<file path="config.mk">
export PLATFORM = sky130hd
export DESIGN_NAME = cmc_recon_pe
export DESIGN_NICKNAME = d
export VERILOG_FILES = /design/src/rtl/cmc_recon_pe.sv
export SDC_FILE = /design/constraint.sdc
export NUM_CORES = 1
export LEC_CHECK = 0
export CORE_MARGIN = 1.5
export CORE_UTILIZATION = 30
export DETAILED_ROUTE_END_ITERATION = 7
export PLACE_DENSITY_LB_ADDON = 0.12
export SETUP_SLACK_MARGIN = 0.05
export SYNTH_ARGS = -nofsm -noshare
export SYNTH_HDL_FRONTEND = slang
export SYNTH_SLANG_ARGS = --single-unit
</file>
<file path="constraint.sdc">
create_clock -name clk -period 13.2 [get_ports clk]
set_input_delay 3.96 -clock clk [delete_from_list [all_inputs] [get_ports clk]]
set_output_delay 3.96 -clock clk [all_outputs]
set_load 0.01 [all_outputs]
</file>
<file path="src/rtl/cmc_recon_pe.sv">
// CMC decoder reconstruction PE: rebuilds a pixel block row by row as clamp(ref + residual).
// Uses a single registered output stage with a row FSM and per-block saturation statistics.
module cmc_recon_pe #(
    parameter  int PIX_W = 16,
    parameter  int LANES = 8,
    parameter  int ROWS  = 8,
    localparam int RW    = $clog2(ROWS) + 1,
    localparam int SW    = $clog2(LANES * ROWS + 1)
) (
    input  logic                       clk,
    input  logic                       rst,
    input  logic                       in_valid,
    output logic                       in_ready,
    input  logic                       in_skip,
    input  logic [LANES*PIX_W-1:0]     in_ref,
    input  logic [LANES*(PIX_W+1)-1:0] in_res,
    output logic                       out_valid,
    input  logic                       out_ready,
    output logic [LANES*PIX_W-1:0]     out_pix,
    output logic [RW-1:0]              out_row,
    output logic                       out_last,
    output logic                       block_done,
    output logic [SW-1:0]              sat_count,
    output logic                       busy
);

    localparam int CW = $clog2(LANES + 1);

    typedef enum logic {IDLE, ACTIVE} state_t;

    state_t                   state;
    state_t                   state_nxt;
    logic [RW-1:0]            row_cnt;
    logic                     skip_q;
    logic [SW-1:0]            run_sat;

    logic                     in_fire;
    logic                     is_last;
    logic                     skip_eff;
    logic [LANES*PIX_W-1:0]   rec_row;
    logic [LANES-1:0]         lane_sat;
    logic [CW-1:0]            row_sat;
    logic [PIX_W+1:0]         sum;

    assign in_ready   = !rst && (!out_valid || out_ready);
    assign in_fire    = in_valid && in_ready;
    assign is_last    = (row_cnt == RW'(ROWS - 1));
    assign skip_eff   = (state == IDLE) ? in_skip : skip_q;
    assign block_done = out_valid && out_ready && out_last;

    // Bit PIX_W+1 of the widened sum flags underflow, bit PIX_W flags overflow.
    // NOTE: every variable gets a default at the top of always_comb so no path can infer a latch.
    always_comb begin
        rec_row  = '0;
        lane_sat = '0;
        sum      = '0;
        for (int k = 0; k < LANES; k++) begin
            sum = {2'b00, in_ref[k*PIX_W +: PIX_W]}
                + {in_res[k*(PIX_W+1) + PIX_W], in_res[k*(PIX_W+1) +: PIX_W+1]};
            if (skip_eff) begin
                rec_row[k*PIX_W +: PIX_W] = in_ref[k*PIX_W +: PIX_W];
            end else if (sum[PIX_W+1]) begin
                rec_row[k*PIX_W +: PIX_W] = '0;
                lane_sat[k]               = 1'b1;
            end else if (sum[PIX_W]) begin
                rec_row[k*PIX_W +: PIX_W] = '1;
                lane_sat[k]               = 1'b1;
            end else begin
                rec_row[k*PIX_W +: PIX_W] = sum[PIX_W-1:0];
            end
        end
    end

    always_comb begin
        row_sat = '0;
        for (int k = 0; k < LANES; k++) begin
            row_sat = row_sat + CW'(lane_sat[k]);
        end
    end

    // NOTE: sequential state is always assigned with <= so every flop samples pre-edge values.
    always_ff @(posedge clk or posedge rst) begin
        if (rst) begin
            state <= IDLE;
        end else begin
            state <= state_nxt;
        end
    end

    always_comb begin
        state_nxt = state;
        case (state)
            IDLE:    if (in_fire && !is_last) state_nxt = ACTIVE;
            ACTIVE:  if (in_fire && is_last)  state_nxt = IDLE;
            default: state_nxt = IDLE;
        endcase
    end

    always_comb begin
        busy = (state == ACTIVE);
    end

    // Row counter, latched skip flag and running saturation count of the block being received.
    always_ff @(posedge clk or posedge rst) begin
        if (rst) begin
            row_cnt   <= '0;
            skip_q    <= 1'b0;
            run_sat   <= '0;
            sat_count <= '0;
        end else begin
            if (in_fire) begin
                row_cnt <= is_last ? '0 : row_cnt + 1'b1;
                if (state == IDLE) begin
                    skip_q  <= in_skip;
                    run_sat <= SW'(row_sat);
                end else begin
                    run_sat <= run_sat + SW'(row_sat);
                end
            end
            // run_sat still holds the finishing block here even if the next block's row 0 lands now.
            if (block_done) begin
                sat_count <= run_sat;
            end
        end
    end

    always_ff @(posedge clk or posedge rst) begin
        if (rst) begin
            out_valid <= 1'b0;
            out_pix   <= '0;
            out_row   <= '0;
            out_last  <= 1'b0;
        end else if (in_ready) begin
            out_valid <= in_valid;
            if (in_fire) begin
                out_pix  <= rec_row;
                out_row  <= row_cnt;
                out_last <= is_last;
            end
        end
    end

endmodule

</file>
**Word-level counts from Yosys, hierarchy flattened**

Index checks and enable logic that the tools add are counted.

- Bits in registers: 154
- Output and inout bits: 144

- Equal/unequal tests: 1
- Mux-type cells: 54
- Bitwise gates (word level): 1
- Reductions and logical operators: 11
- Add/subtract/negate cells: 17

Operator list:

| cell | number |
|---|---|
| $mux W16 | 24 |
| $add A17 B17 Y18 | 8 |
| $mux W1 | 27 |
| $add A4 B1 Y4 | 4 |
| $add A7 B4 Y7 | 1 |
| $mux W7 | 1 |
| $logic_and A1 B1 Y1 | 6 |
| $add A3 B1 Y4 | 1 |
| $add A4 B1 Y4 const B | 1 |
| $eq A4 B3 Y1 const B | 1 |
| $mux W4 | 1 |
| $add A2 B1 Y3 | 1 |
| $logic_not A1 Y1 | 3 |
| $add A1 B1 Y2 | 1 |
| $pmux W1 S2 | 1 |
| $reduce_and A2 Y1 | 1 |
| $logic_or A1 B1 Y1 | 1 |
| $not A1 Y1 | 1 |

**Longest topological paths before layout**

- Depth after elaboration: 13
- Depth in mapped cells: 25

**Worst setup path after synthesis**

No wires, ideal clock.

- Path kind: input to register
- Start point: in in_ref[0]
- End point: reg run_sat[5]
- Path slack: 3.520 ns
- Stages on the path: 25
- Setup time: 0.082 ns
- Path buffers: 1
- Arrival time: 9.598 ns
- Data required time: 13.118 ns
- Cells stage by stage: ha_1 -> fa_1 -> a211oi_1 -> o21ai_0 -> a21o_1 -> a41oi_1 -> a21oi_1 -> xor2_1 -> clkbuf_1 -> o21ai_0 -> fa_1 -> fa_1 -> fa_1 -> inv_1 -> ha_1 -> inv_1 -> fa_1 -> inv_1 -> ha_1 -> a21o_1 -> a21oi_1 -> nor2b_1 -> o21ai_0 -> a21oi_1 -> o22ai_1

- Longest elaborated chain between the ends: 13

RTL lines:

| element | RTL line | source |
|---|---|---|
| start: declaration | 15 | `input logic [LANES*PIX_W-1:0] in_ref,` |
| $add A17 B17 Y18 * | 59 | `+ {in_res[k*(PIX_W+1) + PIX_W], in_res[k*(PIX_W+1) +: PIX_W+1]};` |
| $mux W1 | 65 | `end else if (sum[PIX_W]) begin` |
| $mux W1 * | 62 | `end else if (sum[PIX_W+1]) begin` |
| $mux W1 * | 60 | `if (skip_eff) begin` |
| $add A1 B1 Y2 * | 77 | `row_sat = row_sat + CW'(lane_sat[k]);` |
| $add A2 B1 Y3 * | 77 |  |
| $add A3 B1 Y4 * | 77 |  |
| $add A4 B1 Y4 * (4 in series) | 77 |  |
| $add A7 B4 Y7 * | 117 | `run_sat <= run_sat + SW'(row_sat);` |
| $mux W7 * | 113 | `if (state == IDLE) begin` |
| end signal: assignment | 115 | `run_sat <= SW'(row_sat);` |
| end signal: assignment | 117 |  |
| end: declaration | 35 | `logic [SW-1:0] run_sat;` |

Every way passes the cells marked *; elsewhere a longest branch is shown, timed or not.
A chain may end at the register's enable or synchronous reset.

**Worst setup path after layout**

Ends and elaborated chain as after synthesis.

==> summary.txt <==
Outcome
  • Status: finished, final reports clean

Setup path
  • R2r endpoint: run_sat[5]$_DFFE_PP0P_
  • Reg2Reg Depth: 18
  • Worst Setup Start Kind: primary input
  • Worst R2R Setup Slack: 7940 ps
  • Worst EP arrival: 11080 ps
  • Worst path max stage delay: 840 ps
  • Crit path kind: primary input to flop
  • Crit path capture type: flop
  • Worst path slowest cell: xor2_1
  • Most Frequent Cell on Critical Path: fa_1
  • Max FO, Critical Path: 17
  • CP required: 13600 ps

Layout
  • Area growth, synth to finish: 39.1%
  • Ratio of cells with drive above 1 in the final layout: 4.95%
  • Register area: 3850 um2
  • Fillers: 4500
  • Layout Nets: 2427
  • Multi-input gate area: 9210 um2
  • Fin util: 42.4%
  • Post-route cell area: 18800 um2

Floorplan
  • Starting density of the core: 30.5%
  • Die footprint: 46400 um2
  • IO Pins: 413
  • Core Footprint: 44400 um2
  • Chip height: 215 um
  • Die X: 215 um
  • Site row count: 77

GRT
  • Grt ovf: 0
  • GRT Overall Usage: 21.0%
  • Largest net degree at the start of global routing: 77
  • Vias in the first global route: 13400
  • First-pass GRT wire length: 76100 um
  • Antenna violations before repair: 16

Clock tree
  • CTS Hold Buffers Added: 0
  • # resized after CTS: 0
  • CTS tree: done
  • Post-CTS setup buffers: 0
  • CTS Root Cell: clkbuf_16
  • Sink Count: 154
  • Reg clk slew, reported paths: 70 ps
  • Total CTS buffers: 17
  • Skew-Pair Late Insertion Delay: 490 ps
  • Clock Tree Buf Depth: 2
  • H-tree depth: 4

Synthesis
  • Ys async rst share: 100%
  • Synth unique cells: 87
  • Mapped cell area: 13500 um2
  • Post-synth EDFFs: 0
  • Synth Warn #: 0
  • Main synth FF type: dfrtp_1
  • Synthesized instance count: 1632
  • Syn Nets: 2050
  • Flops & latches, synth: 154
  • Syn Area/Cell: 8.30 um2
  • Sequential share of the synthesized area: 28.5%

Power and ir drop
  • VDD IR-drop max: 0.106 mV
  • Pleak: 0.00808 uW
  • Cell Pwr Density: 144 nW/um2

Placed design
  • Routability cong.: 0.867
  • Port bufs: 412
  • Post-DP Area: 18200 um2
  • Dpl ws: 2020 ps
  • Final HPWL DP: 36600 um

Detailed routing
  • DRC viols: 0
  • WL final: 49000 um
  • Initial DRC Count: 780
  • ANT nets after route: 0
  • Drt pass-1 iters: 5
  • Routed len/inst: 18.7 um
  • Vias per cell: 5.18
  • Via count: 13600

STA
  • Minimum hold slack: 479 ps
  • Slack of the critical path: 2520 ps
  • TNS Setup: 0 ps
  • Setup violators final: 0
  • Skew final: 8.90 ps
  • Final min period: 10680 ps
  • Pins Over Slew Limit: 0
  • Slew @ Worst Pin: 1080 ps
  • RSZ-0062 raised after global routing: false
  • Tcrit/Tclk final: 80.9%
  • Max Fclk: 0.0937 GHz
  • Slew HR: 28.0%
  • Final Hold Viols: 0

Min path
  • Worst min-delay path category: flop to flop
  • Hold EP: out_row[3]$_DFFE_PP0P_
  • Worst hold path depth: 2
  • Hold wc startpoint: out_row[3]$_DFFE_PP0P_

Flow run
  • Maxcap violations: 0
## worst max path at each step
stage	cells past startpoint	slack, ps	endpoint	startpoint
floorplan	25	3520	run_sat[5]$_DFFE_PP0P_	in_ref[0]
global placement	25	2230	run_sat[5]$_DFFE_PP0P_	in_ref[0]
detailed placement	25	2020	run_sat[5]$_DFFE_PP0P_	in_ref[0]
CTS	25	2520	run_sat[5]$_DFFE_PP0P_	in_ref[0]
global route	25	1940	run_sat[5]$_DFFE_PP0P_	in_ref[0]
finish	25	2520	run_sat[5]$_DFFE_PP0P_	in_ref[0]
## state kept, by name (all words and copies together), names as in the netlist, named ones only
| name | flops |
|---|---|
| out_row | 4 |
| out_pix | 128 |
| out_last | 1 |
| sat_count | 7 |
| skip_q | 1 |
| out_valid | 1 |
| run_sat | 7 |
| row_cnt | 4 |
## power by group
group          internal [uW]  leakage [uW]  total [uW]  switching [uW]
Sequential               654       0.00185         770             115
Combinational            694       0.00595        1400             708
Clock                    304      0.000287         531             227
Total                   1650       0.00808        2700            1050
## worst max-delay path: cells and delay by family
kind | cells | cell delay, ps
XOR/XNOR | 1 | 840
AO/OA/AOI/OAI | 11 | 2350
buffers and inverters | 4 | 650
AND/OR/NAND/NOR | 1 | 70
adder cells (fa/ha/maj) | 8 | 3230
## cells in the mapped netlist (4+ instances only)
| cell | number | area share (%) |
|---|---|---|
| o211ai_1 | 11 | 0.61 |
| inv_1 | 51 | 1.4 |
| nand2_1 | 110 | 3.0 |
| nor3_1 | 27 | 1.0 |
| ha_1 | 136 | 13 |
| nand3_1 | 89 | 3.3 |
| a221o_1 | 18 | 1.3 |
| o22ai_1 | 40 | 1.8 |
| or4_1 | 5 | 0.28 |
| o31ai_1 | 4 | 0.22 |
| a31oi_1 | 12 | 0.55 |
| a21o_1 | 37 | 2.1 |
| or2_2 | 6 | 0.28 |
| clkbuf_1 | 51 | 1.4 |
| nor2b_1 | 16 | 0.74 |
| buf_2 | 8 | 0.30 |
| or3_1 | 14 | 0.65 |
| nand4_1 | 5 | 0.23 |
| and3_1 | 55 | 2.5 |
| mux2_2 | 6 | 0.50 |
| a41oi_1 | 6 | 0.39 |
| a211oi_1 | 13 | 0.72 |
| nand2b_1 | 18 | 0.83 |
| o21ai_1 | 12 | 0.44 |
| o22ai_2 | 9 | 0.83 |
| dfrtp_1 | 154 | 28 |
| o21a_1 | 21 | 1.2 |
| fa_1 | 13 | 1.9 |
| nor2_1 | 178 | 4.9 |
| and2_1 | 7 | 0.32 |
| xor2_1 | 33 | 2.1 |
| xnor2_1 | 72 | 4.7 |
| nand3b_1 | 6 | 0.33 |
| o21ai_0 | 116 | 4.3 |
| nand3_2 | 9 | 0.67 |
| a21oi_1 | 166 | 6.1 |
| o21bai_1 | 20 | 1.1 |
## final cells by class
cell class / instances / share of cell area, %
clock buffer: 19 / 2.40
multi-input combinational: 1361 / 48.9
timing repair buffer: 424 / 22.4
inverter: 51 / 1.04
antenna: 9 / 0.120
tap: 592 / 3.93
sequential: 154 / 20.5
clock inverter: 12 / 0.790
## stage by stage
step                instances  power, uW
floorplan                1632       1510
global placement         2582       2170
detailed placement       2582       2190
CTS                      2613       2750
global route             2619       2900
finish                   2622       2700
## placed cells by master (no fill, tap or decap), types with 18 or more instances in the layout
cell type        instances
dfrtp_1                154
nand2b_1                18
and3_1                  55
ha_1                   136
nor2_1                 178
a221o_1                 18
nor3_1                  27
inv_1                   50
o22ai_1                 40
a21oi_1                166
o21ai_0                116
xor2_1                  33
clkdlybuf4s50_1        412
nand3_1                 89
a21o_1                  37
o21a_1                  21
xnor2_1                 72
o21bai_1                20
nand2_1                109
## routing by layer
metal	up-vias	share of wire, %	track usage [%]
met5	-	0.19	0
met4	14	1.9	6.81
met3	56	7.0	7.06
met2	345	47	34.0
met1	6442	44	26.2
li1	6738	-	-
## cell families after synthesis
| logic type | Yosys count | synth area share (%) |
|---|---|---|
| muxes | 9 | 0.721 |
| buffers and inverters | 117 | 3.70 |
| xor gates and xnor gates | 106 | 6.91 |
| and+or+nand+nor | 559 | 20.0 |
| AOI/OAI and AO/OA | 538 | 25.7 |
| adders and majority gates | 149 | 14.5 |
| DFF | 154 | 28.5 |
(Power assumes the default switching activity.)
